**src/rtl/dmem_arb_pkg.sv**
```systemverilog
// dmem_arb_pkg: shared types for the data-memory arbiter.
// Owner states, memory depth and the port-index type used by the picker.
package dmem_arb_pkg;

  typedef enum logic [1:0] {
    IDLE = 2'd0,
    OWN0 = 2'd1,
    OWN1 = 2'd2
  } state_t;

  localparam int DMEM_WORDS = 64;

  // 0 = processor data port, 1 = loader/DMA port
  typedef logic port_t;

endpackage

```
**src/rtl/rr_pick2.sv**
```systemverilog
// rr_pick2: combinational two-requester round-robin picker.
// On a tie the port that was not served last wins; with a single requester
// that requester wins. The output is don't-care when nobody requests.
module rr_pick2
  import dmem_arb_pkg::*;
(
  input  logic  req0,
  input  logic  req1,
  input  port_t last,
  output port_t win
);

  assign win = (req0 & req1) ? port_t'(~last) : port_t'(req1);

endmodule

```
**src/rtl/dmem_arbiter.sv**
```systemverilog
// dmem_arbiter: shares the single-port data memory between the processor
// data port (0) and the loader/DMA port (1), one word access per clock,
// round-robin with a burst limit of BURST_MAX grants while contended.
// Optional feature macro: DMEM_ARB_BOUNDS_CHECK_EN -- accesses with any
// address bit above bit 7 set are granted but do not write, read back 0
// and raise a one-cycle err pulse. DATA_W must be at least 9.
module dmem_arbiter
  import dmem_arb_pkg::*;
#(
  parameter int BURST_MAX = 4,
  parameter int DATA_W    = 32
) (
  input  logic              clk,
  input  logic              reset_n,
  input  logic              req0,
  input  logic              req1,
  input  logic              we0,
  input  logic              we1,
  input  logic [DATA_W-1:0] addr0,
  input  logic [DATA_W-1:0] addr1,
  input  logic [DATA_W-1:0] wdata0,
  input  logic [DATA_W-1:0] wdata1,
  output logic              gnt0,
  output logic              gnt1,
  output logic              rvalid0,
  output logic              rvalid1,
  output logic [DATA_W-1:0] rdata0,
  output logic [DATA_W-1:0] rdata1,
  output logic              mem_we,
  output logic [DATA_W-1:0] mem_a,
  output logic [DATA_W-1:0] mem_wd,
  input  logic [DATA_W-1:0] mem_rd,
  output logic              err
);

  localparam int                CNT_W   = (BURST_MAX > 1) ? $clog2(BURST_MAX) : 1;
  localparam logic [CNT_W-1:0]  CNT_MAX = CNT_W'(BURST_MAX - 1);

  state_t           state;
  port_t            last;
  logic [CNT_W-1:0] cnt;

  port_t pick_last;
  port_t win;
  logic  own_req;
  logic  oth_req;
  logic  stay;
  logic  ok0;
  logic  ok1;

`ifdef DMEM_ARB_BOUNDS_CHECK_EN
  assign ok0 = ~(|addr0[DATA_W-1:8]);
  assign ok1 = ~(|addr1[DATA_W-1:8]);
`else
  assign ok0 = 1'b1;
  assign ok1 = 1'b1;
`endif

  // In IDLE the tie-break uses the last served port; when leaving an owner
  // state the current owner counts as "last" so the other side wins a tie.
  assign pick_last = (state == IDLE) ? last : port_t'(state == OWN1);

  rr_pick2 u_pick (
    .req0 (req0),
    .req1 (req1),
    .last (pick_last),
    .win  (win)
  );

  // Grants, memory drive and the keep-ownership decision
  always_comb begin
    gnt0    = (state == OWN0) & req0;
    gnt1    = (state == OWN1) & req1;
    own_req = (state == OWN0) ? req0 : req1;
    oth_req = (state == OWN0) ? req1 : req0;
    stay    = own_req & (~oth_req | (cnt < CNT_MAX));
    mem_we  = (gnt0 & we0 & ok0) | (gnt1 & we1 & ok1);
    mem_a   = '0;
    mem_wd  = '0;
    if (gnt0) begin
      mem_a  = addr0;
      mem_wd = wdata0;
    end else if (gnt1) begin
      mem_a  = addr1;
      mem_wd = wdata1;
    end
  end

  // Ownership FSM, burst counter and last-served tracking
  always_ff @(posedge clk or negedge reset_n) begin
    if (!reset_n) begin
      state <= IDLE;
      last  <= 1'b1;
      cnt   <= '0;
    end else begin
      if (gnt0)      last <= 1'b0;
      else if (gnt1) last <= 1'b1;
      case (state)
        IDLE: begin
          if (req0 | req1) state <= win ? OWN1 : OWN0;
          cnt <= '0;
        end
        OWN0, OWN1: begin
          if (stay) begin
            if (cnt != CNT_MAX) cnt <= cnt + CNT_W'(1);
          end else if (req0 | req1) begin
            state <= win ? OWN1 : OWN0;
            cnt   <= '0;
          end else begin
            state <= IDLE;
            cnt   <= '0;
          end
        end
        default: begin
          state <= IDLE;
          cnt   <= '0;
        end
      endcase
    end
  end

  // Capture read data for the port that completed a read this cycle
  always_ff @(posedge clk or negedge reset_n) begin
    if (!reset_n) begin
      rvalid0 <= 1'b0;
      rvalid1 <= 1'b0;
      rdata0  <= '0;
      rdata1  <= '0;
    end else begin
      rvalid0 <= gnt0 & ~we0;
      rvalid1 <= gnt1 & ~we1;
      if (gnt0 & ~we0) rdata0 <= ok0 ? mem_rd : '0;
      if (gnt1 & ~we1) rdata1 <= ok1 ? mem_rd : '0;
    end
  end

`ifdef DMEM_ARB_BOUNDS_CHECK_EN
  // Flag an out-of-range access one cycle after its grant
  always_ff @(posedge clk or negedge reset_n) begin
    if (!reset_n) err <= 1'b0;
    else          err <= (gnt0 & ~ok0) | (gnt1 & ~ok1);
  end
`else
  assign err = 1'b0;
`endif

endmodule

```
**config.mk**
```make
export PLATFORM = sky130hd
export DESIGN_NAME = dmem_arbiter
export DESIGN_NICKNAME = d
export VERILOG_FILES = /design/src/rtl/dmem_arb_pkg.sv /design/src/rtl/rr_pick2.sv /design/src/rtl/dmem_arbiter.sv
export SDC_FILE = /design/constraint.sdc
export NUM_CORES = 1
export LEC_CHECK = 0
export ABC_AREA = 1
export CORE_AREA = 3 3 116 118
export DETAILED_ROUTE_END_ITERATION = 8
export DIE_AREA = 0 0 119 121
export PLACE_DENSITY = 0.76
export SLEW_MARGIN = 10
export SYNTH_ARGS = -nofsm -noshare
export SYNTH_HDL_FRONTEND = slang
export SYNTH_HIERARCHICAL = 1
export SYNTH_SLANG_ARGS = --single-unit
```
**constraint.sdc**
```tcl
create_clock -name clk -period 1.79 [get_ports clk]
set_input_delay 0.2685 -clock clk [delete_from_list [all_inputs] [get_ports clk]]
set_output_delay 0.2685 -clock clk [all_outputs]
set_load 0.1 [all_outputs]
```
==> key figures <==
Power
  – Part of the power in registers: 0.149
  – Sw power: 11600 uW
  – Peak VDD IR: 1910 uV
  – P_leak: 0.00421 uW
  – Comb pwr share: 0.760
  – Pint: 7660 uW
  – Sw frac: 0.602
  – Part of the power in the clock network: 0.091
  – P per Cell Area: 2110 nW/um^2
  – Final Power: 19300 uW

Setup path
  – Worst path slowest cell: dfrtp_1
  – Crit start category: register
  – Crit path cell chain: buf_4 > ha_4 > nand2_8 > inv_8 > buf_12 > a22o_4 > buf_12
  – WP data required: 1.52 ns
  – R2r setup slk: 0.03 ns
  – Critical Path AT: 1.83 ns
  – Reg2reg path depth: 10
  – Worst setup EP type: primary output
  – FF-to-FF Start: state[0]$_DFFE_PN0P_
  – Crit Path Class: register to primary output
  – CP most frequent cell: buf_12
  – Worst path max stage delay: 0.39 ns
  – Reg2Reg Capture Point: rdata0[12]$_DFFE_PN0P_
  – Critical Path Fanout Max: 9

Clock tree
  – CTS tree: built
  – Clock latency on the worst-skew pair: 0.33 ns
  – CTS Root Cell: clkbuf_16
  – CTS Sinks: 71
  – Clock-pin slew on the worst setup and hold paths: 0.05 ns
  – H-tree depth: 3
  – Clock buffer depth: 2
  – CTS Buf Count: 9

Route
  – # DRC: 0
  – Drt initial violations: 294
  – WL/cell: 19.3 microns
  – Drt pass-1 iters: 4
  – DRT antenna net count: 0
  – Routed WL: 19300 microns
  – Vias: 4842
  – Via density: 4.84

Logic synthesis
  – Simple-Gate Fraction of Synth Area: 0.286
  – Avg Inst Size Synth: 7.96 sq um
  – Area contributors post-synth: dfrtp_1 (43%), nand2_1 (19%), o21ai_2 (12%)
  – Synth top area share: 0.430
  – Synth Area in Adders: 0.0184
  – Mapped Cells: 512
  – Flops & latches, synth: 71
  – Post-Synth XOR/XNOR Area: 0.00215
  – Post-Syn Area: 4080 sq um
  – Yosys cell types: 25
  – Sequential area share after synthesis: 0.436
  – Post-synthesis mux area share: 0.00245
  – Synthesis Warnings: 6
  – Top cell type by total area after synthesis: dfrtp_1
  – Syn Nets: 684
  – Combinational family with the most area after synthesis: simple AND/OR/NAND/NOR gates
  – Compound-Gate Fraction of Synth Area: 0.139

Floorplanning
  – Core Area: 12600 sq um
  – Starting Density: 0.324
  – Boundary Pins: 300
  – Die area: 14400 sq um
  – Die Ht: 121 microns
  – FP Rows: 41
  – Die width: 119 microns

Global routing
  – First-pass GRT wire length: 28400 microns
  – Largest net degree at the start of global routing: 72
  – Congestion Overflow GR: 0
  – Initial antenna violation count: 2
  – Overall global routing resource usage: 0.254
  – Number of global-route vias before repair: 5130

Timing
  – Final worst-path cycle share: 1.17
  – Clk_skew: 0.00590 ns
  – Final setup violation count: 67
  – Worst Slack Setup Final: -0.308 ns
  – Minimum clock period: 2.10 ns
  – Slew Limit Fails: 0
  – RSZ-0062 raised after global routing: true
  – FMAX: 0.477 GHz
  – Final hold vios: 0

Hold path
  – Hold Path Sink: rdata0[4]$_DFFE_PN0P_
  – Hold wc startpoint: rdata0[4]$_DFFE_PN0P_
  – Hold crit path type: register to register
  – Worst hold stages: 2

Outcome
  – Failing checks: setup timing
  – Status: complete, but fails checks

Place
  – Inst Count DP: 967
  – Port Buffers: 298
  – Hpwl dp: 13800 microns
  – Gpl congestion: 0.926

Cells and area
  – Final nets: 994
  – Non-filler cells, final: 1001
  – Proportion of layout cells with a drive suffix above 1: 0.432
  – P&R area growth vs syn: 124%
  – Post-Route Utilization: 0.726

Job
  – Max-cap violation count: 0
==> registers in the layout, summed over array words and instances (netlist names) <==
| name | cells |
|---|---|
| rdata0 | 32 |
| rdata1 | 32 |
| cnt | 2 |
| state | 2 |
| last | 1 |
| rvalid0 | 1 |
| rvalid1 | 1 |
==> repair_timing <==
action | CTS | global route
hold endpoints to repair | 70 | 0
resized for setup | 55 | 17
hold buffers | 1 | 0
pin swaps | 0 | 0
setup endpoints to repair | 67 | 69
cloned | 6 | 3
buffers inserted | 4 | 2
==> Yosys cell counts, drive strengths merged <==
cell    count
ha          6
inv        45
mux2i       1
conb        1
nor2        9
dfrtp      70
nand3      67
o21bai      1
a21oi       3
o21ai      65
dfstp       1
clkbuf      1
nand2     207
xor2        1
a22o        1
buf        33
==> metrics by stage <==
stage               setup TNS (ns)  instance area (sq um)  hold WS, ns  setup slack, ns
CTS                         -17.21                   8970        0.486           -0.297
detailed placement           -7.44                   8290        0.324           -0.152
floorplan                   -0.514                   4530      -0.0271           -0.138
global placement             -5.84                   8290        0.320           -0.130
global route                -23.13                   9120        0.508           -0.387
finish                      -16.57                   9130        0.480           -0.308
==> per-layer routing <==
| layer | track usage | part of all wire |
|---|---|---|
| met3 | 0.0932 | 0.085 |
| met2 | 0.461 | 0.54 |
| met4 | 0.139 | 0.046 |
| met5 | 0 | 0 |
| met1 | 0.250 | 0.33 |
==> power groups by stage <==
| stage | Clock [uW] | Combinational, uW | Sequential [uW] |
|---|---|---|---|
| final | 1740 | 14600 | 2870 |
| after global routing | 1850 | 15100 | 2970 |
| after CTS | 1780 | 14500 | 2870 |
| after detailed placement | 0 | 14000 | 2870 |
| after global placement | 0 | 13800 | 2820 |
| after floorplan | 0 | 4840 | 7860 |
==> cell families (layout without fill, tap and decap cells) <==
| kind of cell | Yosys count | after routing |
|---|---|---|
| XOR/XNOR | 1 | 1 |
| flip-flops | 71 | 71 |
| multiplexers | 1 | 1 |
| other | 1 | 4 |
| buffers and inverters | 79 | 393 |
| AND/OR/NAND/NOR | 283 | 283 |
| AO/OA/AOI/OAI | 70 | 70 |
| adder cells (fa/ha/maj) | 6 | 6 |
==> cell type report <==
type | instances | area [sq um]
repair buffers | 333 | 4160
fillers | 881 | 3440
multi-input cells | 362 | 2490
flip-flops and latches | 71 | 1780
clock buffers | 12 | 246
well taps | 172 | 215
inverters | 45 | 186
clock inverters | 3 | 43.8
diodes | 3 | 7.51
==> placed cells by master (no fill, tap or decap), types with 2 or more instances in the layout <==
cell type and instances:
clkbuf_1 2, o21ai_1 9, nand2_2 32, nand3_2 13
buf_4 71, nand2_1 112, inv_1 40, clkdlybuf4s50_1 164
ha_1 3, a21oi_1 2, nor2_1 7, nor2_4 2
ha_4 2, nand3_1 54, nand2_4 62, buf_12 82
dfrtp_1 70, inv_8 2, diode_2 3, buf_16 8
buf_6 3, inv_2 2, o21ai_2 55, clkbuf_16 12
==> how the worst max path moves through the flow <==
stage / depth (start not counted) / slack [ns] / to / from
3_3_place_gp: 6 / -0.13 / mem_we / req0
2_1_floorplan: 7 / -0.14 / mem_wd[22] / state[1]$_DFFE_PN0P_
5_1_grt: 8 / -0.39 / mem_wd[28] / state[0]$_DFFE_PN0P_
3_5_place_dp: 7 / -0.15 / mem_wd[26] / req0
6_report: 7 / -0.31 / mem_we / state[0]$_DFFE_PN0P_
4_1_cts: 7 / -0.30 / mem_a[0] / state[0]$_DFFE_PN0P_
==> worst max-delay path, delay by kind of cell, from the launching register on <==
kind / cells / cell delay, ns
adders and majority gates: 1 / 0.18
AOI/OAI and AO/OA: 1 / 0.25
and+or+nand+nor: 1 / 0.13
DFF: 1 / 0.39
buffers and inverters: 4 / 0.54
Note: power is estimated with default switching activity, not from simulation.
